`src/rtl/link_mmio_port.sv`:
```
// link_mmio_port
//   Memory-mapped TX/RX port that sits between the processor data-memory port
//   and the data RAM. A 4-word window at BASE_ADDR is decoded locally. Every
//   other access passes straight through to the RAM.
//     +0 TX_DATA  W: push word toward the link        R: 0
//     +1 RX_DATA  W: pop RX head (data ignored)       R: RX head, 0 if empty
//     +2 STATUS   W: clear sticky error bits          R: status word
//     +3 reserved W: ignored                          R: 0
//   STATUS: [0] tx_full [1] tx_empty [2] rx_full [3] rx_empty [7:4] rx_count
//           [11:8] tx_count [14] rx_underflow [15] tx_overflow
//
// Ports
//   clk, rst                      clock (rising edge), async active-low reset
//   address_rw, data_in           processor address / store data
//   memory_write_enable           processor store strobe
//   data_out                      load data to processor (combinational)
//   ram_data_out                  read data from data RAM
//   ram_write_enable              store strobe to RAM, suppressed on window hits
//   link_tx_valid/data/ready      TX handshake toward the serializer
//   link_rx_valid/data/ready      RX handshake from the deserializer

// Single-clock FIFO with registered count. Full/empty come from the count
// at the start of the cycle, so a push on a full FIFO is never rescued by a
// pop in the same cycle; the caller decides legality before asserting push/pop.
module link_mmio_fifo #(
    parameter int DEPTH = 8,
    parameter int W     = 16,
    localparam int PW   = $clog2(DEPTH),
    localparam int CW   = PW + 1
) (
    input  logic          clk,
    input  logic          rst,
    input  logic          push,
    input  logic          pop,
    input  logic [W-1:0]  wdata,
    output logic [W-1:0]  head,
    output logic [CW-1:0] count,
    output logic          full,
    output logic          empty
);

    logic [DEPTH-1:0][W-1:0] mem_q, mem_d;
    logic [PW-1:0]           wr_ptr_q, wr_ptr_d;
    logic [PW-1:0]           rd_ptr_q, rd_ptr_d;
    logic [CW-1:0]           count_q, count_d;

    always_comb begin
        mem_d    = mem_q;
        wr_ptr_d = wr_ptr_q;
        rd_ptr_d = rd_ptr_q;
        if (push) begin
            mem_d[wr_ptr_q] = wdata;
            wr_ptr_d        = wr_ptr_q + PW'(1);   // wraps modulo DEPTH
        end
        if (pop) begin
            rd_ptr_d = rd_ptr_q + PW'(1);
        end
        count_d = count_q + CW'(push) - CW'(pop);
    end

    always_ff @(posedge clk or negedge rst) begin
        if (!rst) begin
            mem_q    <= '0;
            wr_ptr_q <= '0;
            rd_ptr_q <= '0;
            count_q  <= '0;
        end else begin
            mem_q    <= mem_d;
            wr_ptr_q <= wr_ptr_d;
            rd_ptr_q <= rd_ptr_d;
            count_q  <= count_d;
        end
    end

    assign count = count_q;
    assign full  = (count_q == CW'(DEPTH));
    assign empty = (count_q == '0);
    // Head reads as zero when empty so stale storage never leaks out.
    assign head  = empty ? '0 : mem_q[rd_ptr_q];

endmodule

module link_mmio_port #(
    parameter logic [15:0] BASE_ADDR = 16'hFFFC,
    parameter int          DEPTH     = 8
) (
    input  logic        clk,
    input  logic        rst,
    input  logic [15:0] address_rw,
    input  logic [15:0] data_in,
    input  logic        memory_write_enable,
    output logic [15:0] data_out,
    input  logic [15:0] ram_data_out,
    output logic        ram_write_enable,
    output logic        link_tx_valid,
    output logic [15:0] link_tx_data,
    input  logic        link_tx_ready,
    input  logic        link_rx_valid,
    input  logic [15:0] link_rx_data,
    output logic        link_rx_ready
);

    localparam int CW = $clog2(DEPTH) + 1;

    logic          hit;
    logic [1:0]    offs;
    logic          win_wr;

    logic          tx_push, tx_pop, tx_full, tx_empty;
    logic          rx_push, rx_pop, rx_full, rx_empty;
    logic [CW-1:0] tx_count, rx_count;
    logic [15:0]   tx_head, rx_head;

    logic          tx_ovf_set, rx_unf_set, sticky_clr;
    logic          tx_ovf_q, tx_ovf_d;
    logic          rx_unf_q, rx_unf_d;
    logic [15:0]   status;

    assign hit    = (address_rw[15:2] == BASE_ADDR[15:2]);
    assign offs   = address_rw[1:0];
    assign win_wr = memory_write_enable & hit;

    // Window stores are consumed here and never reach the RAM.
    assign ram_write_enable = memory_write_enable & ~hit;

    // Push/pop legality is judged only on registered full/empty, so nothing
    // here depends combinationally on link_tx_ready or link_rx_valid except
    // the FIFO update enables themselves.
    always_comb begin
        tx_push    = win_wr && (offs == 2'd0) && !tx_full;
        tx_ovf_set = win_wr && (offs == 2'd0) &&  tx_full;
        tx_pop     = !tx_empty && link_tx_ready;
        rx_push    = !rx_full && link_rx_valid;
        rx_pop     = win_wr && (offs == 2'd1) && !rx_empty;
        rx_unf_set = win_wr && (offs == 2'd1) &&  rx_empty;
        sticky_clr = win_wr && (offs == 2'd2);
    end

    // A set event in the same cycle as a clear leaves the bit set.
    always_comb begin
        tx_ovf_d = tx_ovf_set | (tx_ovf_q & ~sticky_clr);
        rx_unf_d = rx_unf_set | (rx_unf_q & ~sticky_clr);
    end

    always_ff @(posedge clk or negedge rst) begin
        if (!rst) begin
            tx_ovf_q <= 1'b0;
            rx_unf_q <= 1'b0;
        end else begin
            tx_ovf_q <= tx_ovf_d;
            rx_unf_q <= rx_unf_d;
        end
    end

    link_mmio_fifo #(.DEPTH(DEPTH), .W(16)) u_tx_fifo (
        .clk   (clk),
        .rst   (rst),
        .push  (tx_push),
        .pop   (tx_pop),
        .wdata (data_in),
        .head  (tx_head),
        .count (tx_count),
        .full  (tx_full),
        .empty (tx_empty)
    );

    link_mmio_fifo #(.DEPTH(DEPTH), .W(16)) u_rx_fifo (
        .clk   (clk),
        .rst   (rst),
        .push  (rx_push),
        .pop   (rx_pop),
        .wdata (link_rx_data),
        .head  (rx_head),
        .count (rx_count),
        .full  (rx_full),
        .empty (rx_empty)
    );

    assign link_tx_valid = !tx_empty;
    assign link_tx_data  = tx_head;
    assign link_rx_ready = !rx_full;

    always_comb begin
        status        = '0;
        status[0]     = tx_full;
        status[1]     = tx_empty;
        status[2]     = rx_full;
        status[3]     = rx_empty;
        status[7:4]   = 4'(rx_count);
        status[11:8]  = 4'(tx_count);
        status[14]    = rx_unf_q;
        status[15]    = tx_ovf_q;
    end

    always_comb begin
        data_out = ram_data_out;
        if (hit) begin
            unique case (offs)
                2'd1:    data_out = rx_head;
                2'd2:    data_out = status;
                default: data_out = '0;
            endcase
        end
    end

endmodule
```
`config.mk`:
```
export PLATFORM = sky130hd
export DESIGN_NAME = link_mmio_port
export DESIGN_NICKNAME = d
export VERILOG_FILES = /design/src/rtl/link_mmio_port.sv
export SDC_FILE = /design/constraint.sdc
export NUM_CORES = 1
export LEC_CHECK = 0
export CAP_MARGIN = 10
export CORE_UTILIZATION = 41
export DETAILED_ROUTE_END_ITERATION = 7
export GPL_ROUTABILITY_DRIVEN = 0
export HOLD_SLACK_MARGIN = 0.06
export RECOVER_POWER = 100
export REMOVE_ABC_BUFFERS = 1
export SYNTH_ARGS = -nofsm -noshare
export SYNTH_HDL_FRONTEND = slang
export SYNTH_SLANG_ARGS = --single-unit
```
`constraint.sdc`:
```
create_clock -name clk -period 6.4 [get_ports clk]
set_input_delay 0.64 -clock clk [delete_from_list [all_inputs] [get_ports clk]]
set_output_delay 0.64 -clock clk [all_outputs]
set_load 0.01 [all_outputs]
```
# ---- Yosys cells after proc, flatten, opt, wreduce, memory -nomap -nowiden
# Cells that the tools add are included.
dict set report word_totals {
  word_cells 83
  reg_bits 278
  output_inout_bits 35
}
dict set report classes {
  eq_ne 5
  mux 14
  addsub 8
  n_bitwise 8
  reduce_logical 18
  order_cmp 6
}
# operator count
set op_table {}
lappend op_table {{$bwmux 128} 2}
lappend op_table {{$mux 16} 7}
lappend op_table {{$bmux 16 s3} 2}
lappend op_table {{$demux 16 s3} 2}
lappend op_table {{$pmux 16 s2} 1}
lappend op_table {{$lt 3x4->1 const B} 4}
lappend op_table {{$eq 14x14->1 const B} 1}
lappend op_table {{$add 3x1->3 const B} 4}
lappend op_table {{$logic_and 1x1->1} 11}
lappend op_table {{$add 4x1->4} 2}
lappend op_table {{$eq 4x4->1 const B} 2}
lappend op_table {{$logic_not 4->1} 2}
lappend op_table {{$sub 4x1->4} 2}
lappend op_table {{$ge 3x1->1 const B} 2}
lappend op_table {{$and 1x1->1} 4}
lappend op_table {{$logic_not 1->1} 4}
lappend op_table {{$eq 2x1->1 const B} 1}
lappend op_table {{$eq 2x2->1 const B} 1}
lappend op_table {{$logic_not 2->1} 1}
lappend op_table {{$not 1->1} 2}
lappend op_table {{$or 1x1->1} 2}

# ---- Longest topological paths before layout
dict set report logic_depth {
  depth_word 6
  depth_mapped 12
  depth_no_buf 11
}

# ---- By module
# From an unflattened synthesis, not the netlist that was laid out.
dict set report unflattened {
  hier_cells 822
  hier_area_um2 13395.3
}
# module area_each_um2 cells_each n_inst
set by_module_without_submodules {}
lappend by_module_without_submodules {link_mmio_fifo 6361.1 378 2}
lappend by_module_without_submodules {link_mmio_port 673.1 66 1}

# ---- Worst setup path before layout
# No wires, ideal clock.
dict set report synth_path {
  kind {input-to-output}
  startpoint {in address_rw[9]}
  endpoint {out data_out[10]}
  t_required_ns 5.760
  arrival_ns 2.077
  path_slack_ns 3.683
  stages 6
  path_cell_list {nand4_1 -> nor4_1 -> buf_2 -> buf_2 -> mux2i_1 -> o21ai_0}
}
dict set report synth_via {
  elab_chain_len 2
}
# item line
set synth_lines {}
lappend synth_lines {{from (decl)} 89} ;# input logic [15:0] address_rw,
lappend synth_lines {{$eq 14x14->1} 119} ;# assign hit = (address_rw[15:2] == BASE_ADDR[15:2]);
lappend synth_lines {{$mux 16} 197} ;# if (hit) begin
lappend synth_lines {{to (decl)} 92} ;# output logic [15:0] data_out,
# Every way passes these cells.

# ---- Worst setup path after layout
dict set report layout_path {
  startpoint {in address_rw[2]}
  endpoint {out data_out[7]}
}
# Same word-level chain as after synthesis.

==> results.ini <==
[place]
dpl.cell_count=1345
dp_hpwl_mm=18.2
port_buffers=103
place_area_mm2=0.0147

[floorplan]
die_h_um=182
fp.coreArea_mm2=0.0316
dieArea_mm2=0.0329
start_util_pct=41.8
io-pin-count=104
rows=65
die_w_um=182

[setup_path]
cp_max_fo=22
end_kind=primary output
reg2reg_depth=10
r2r_slack_ns=2.96
critPathLaunchType=input pin
crit_start=address_rw[2]
reg2reg_to=u_tx_fifo.count[2]
endpoint=data_out[7]
r2r_start=u_tx_fifo.count[2]
cp.required_ns=5.76
worstSetupPathType=in2out
arrival_ns=4.33

[global_routing]
grt_usage_pct=18.7
grtUsageMet1_pct=25.9
busiest_layer=met2
grt_pass1_wl_mm=47.6
grt_remaining_overflow=0
grt_max_degree=116
grt_antenna_before_repair=1
gr-usage-met2_pct=31.2
grt_use_met3_pct=2.37
grt_pass1_vias=8062

[clock_tree]
h-tree-depth=1
insertion_delay_ns=0.55
cts_sinks=278
cts_setup_buffers=0
cts-resized-gates=0
clk_pin_slew_ns=0.07
cts_tree=yes
max-clock-path-buffers=3
root_buffer=clkbuf_16
cts_buffers=30
ctsHoldBuffers=0

[detailed_routing]
drc=0
drt-initial-drc-count=390
routed_wirelength_mm=29.7
first_pass_iters=4
vias_per_cell=5.49
drtAntennaViolNets=0
vias=7691
wl_per_cell_um=21.2

[sta]
fin_crit_sh_pct=77.6
final-hold-violation-count=0
rsz0062_at_grt=false
fmax_ghz=0.201
finalSetupViolations=0
tns_ns=0
relSlewSlack_pct=-99.5
drv_slew=241
tightest_slew_ns=2.99
fin_crit_ns=4.97
fin_skew_ns=0.0165

[logic_synthesis]
ys_warn_count=0
yosys.cell_types.count=41
synth-seq-cells=278
yosysSeqAreaShare_pct=52.7
syn-cell-area_mm2=0.0132
syn_avg_cell_area_um2=15.2
synthCells=870

[status]
status=complete, but fails checks
violations=max-capacitance violations, max-slew violations

[power_and_ir_drop]
p_per_area_mw_per_mm2=368
peakVddDrop_mv=0.232
leakage_nw=7.00

[final_layout]
drive_gt1_share_pct=38.9
area_growth_pct=18.2
final_area_mm2=0.0156
instances_no_fill=1401
fin_nets=1065

[hold_path]
hp-class=reg2reg

[job]
maxCapViolations=3

report_power, final:
part / total, W / leakage, nW / switching [W] / internal (W)
logic: 0.00140 / 2.86 / 0.000606 / 0.000794
clock network: 0.00187 / 0.538 / 0.000703 / 0.00116
registers: 0.00248 / 3.60 / 0.000264 / 0.00222
total: 0.00575 / 7.00 / 0.00157 / 0.00418
cells in the final DEF (no fill, tap or decap), types with 3 or more instances in the layout:
| cell | count |
|---|---|
| xnor2_1 | 7 |
| ha_1 | 19 |
| nor4b_1 | 3 |
| mux2i_1 | 40 |
| buf_4 | 6 |
| o21ai_0 | 12 |
| nand3_1 | 9 |
| and3_1 | 11 |
| mux2_2 | 260 |
| bufinv_16 | 5 |
| clkbuf_16 | 30 |
| clkdlybuf4s50_1 | 69 |
| clkinv_2 | 4 |
| o211ai_1 | 3 |
| dfrtp_1 | 276 |
| clkbuf_8 | 9 |
| clkbuf_2 | 4 |
| nand2_1 | 13 |
| nor2b_1 | 4 |
| nand4b_1 | 5 |
| and2_1 | 3 |
| xor2_1 | 5 |
| nor3b_1 | 3 |
| clkbuf_1 | 18 |
| mux4_2 | 62 |
| inv_1 | 17 |
| nand4_1 | 14 |
| nor2_1 | 22 |
| a22o_1 | 5 |
| dlygate4sd3_1 | 33 |
routing by layer:
metal / wire (µm) / share of wire (%) / vias to the layer above
met4: 598 / 2.0 / 0
met5: 0 / 0 / -
met2: 14600 / 49 / 125
li1: - / - / 3457
met3: 905 / 3.0 / 42
met1: 13600 / 46 / 4067
synth_stat cells:
cell type    n  area, µm²
a21o_1       2       15.0
a21oi_1      2       10.0
a22o_1       5       43.8
and2_1       5       31.3
and3_1      11       68.8
and4b_1      1       10.0
buf_1        6       22.5
buf_2       19       95.1
buf_4        2       15.0
buf_6        4       45.0
clkbuf_1    21       78.8
dfrtp_1    278       6960
fa_1         2       40.0
ha_1        19        238
inv_1       17       63.8
mux2_1       2       22.5
mux2_2     260       2930
mux2i_1     40        400
mux4_2      62       1400
nand2_1     13       48.8
nand2b_1     1       6.26
nand3_1      9       45.0
nand4_1     11       68.8
nand4_2      3       37.5
nand4b_1     5       43.8
nor2_1      23       86.3
nor2b_1      4       25.0
nor3b_1      1       7.51
nor3b_2      2       25.0
nor4_1       2       12.5
nor4b_4      3       71.3
o211ai_1     3       22.5
o21ai_0     12       60.1
o22ai_1      1       6.26
o2bb2ai_1    2       17.5
o32ai_1      1       8.76
or3b_1       1       8.76
or3b_2       2       17.5
or4_1        1       7.51
xnor2_1      7       61.3
xor2_1       5       43.8
worst min path at each step:
stage	start	end	slack, ns	cells past startpoint
after global placement	u_tx_fifo.rd_ptr_q[2]	u_tx_fifo.rd_ptr_q[2]	0.46	1
after global routing	u_tx_fifo.rd_ptr_q[2]	u_tx_fifo.rd_ptr_q[2]	0.48	1
after CTS	rst	u_tx_fifo.mem_q[15]	0.20	1
after floorplan	rst	rx_unf_q	0.34	0
after detailed placement	u_tx_fifo.rd_ptr_q[2]	u_tx_fifo.rd_ptr_q[2]	0.46	1
final	u_tx_fifo.rd_ptr_q[2]	u_tx_fifo.rd_ptr_q[2]	0.48	1
flip-flops by register name (all words and copies together) (netlist names):
register            count
tx_ovf_q                1
rx_unf_q                1
u_rx_fifo.rd_ptr_q      3
u_rx_fifo.count         4
u_rx_fifo.mem_q       128
u_rx_fifo.wr_ptr_q      3
u_tx_fifo.count         4
u_tx_fifo.rd_ptr_q      3
u_tx_fifo.wr_ptr_q      3
u_tx_fifo.mem_q       128
area by class of cell:
| cell class | instances | area [µm²] |
|---|---|---|
| fill | 2747 | 16000 |
| sequential | 278 | 6960 |
| multi-input combinational | 523 | 5870 |
| timing repair buffer | 125 | 1130 |
| clock buffer | 44 | 893 |
| tap | 402 | 503 |
| clock inverter | 11 | 195 |
| inverter | 17 | 63.8 |
| antenna | 1 | 2.50 |
critical path, cell delays in order:
cell and delay (ns):
dlygate4sd3_1 0.53, nand4_1 0.16, nor4_2 0.27, clkbuf_1 0.94, nand3_1 0.73, o21ai_0 0.40
dlygate4sd3_1 0.65
cells by family (layout without fill, tap and decap cells):
family	after synthesis	after routing	synth area share (%)
buffers and inverters	69	197	2.42
adder cells (fa/ha/maj)	21	21	2.10
flip-flops	278	278	52.7
AND/OR/NAND/NOR	98	98	4.71
XOR/XNOR	12	12	0.795
AO/OA/AOI/OAI	28	28	1.39
other	0	1	0
multiplexers	364	364	35.9
per-stage QoR:
stage / power, W / worst slack [ns] / utilization [%] / hold slack [ns]
finish: 0.00575 / 1.44 / 49.4 / 0.480
global route: 0.00607 / 1.17 / 49.4 / 0.480
CTS: 0.00584 / 2.37 / 49.8 / 0.201
detailed placement: 0.00395 / 2.39 / 46.4 / 0.465
global placement: 0.00391 / 2.52 / 46.4 / 0.464
floorplan: 0.00346 / 1.19 / - / 0.344
Note: power is estimated with default switching activity, not from simulation.
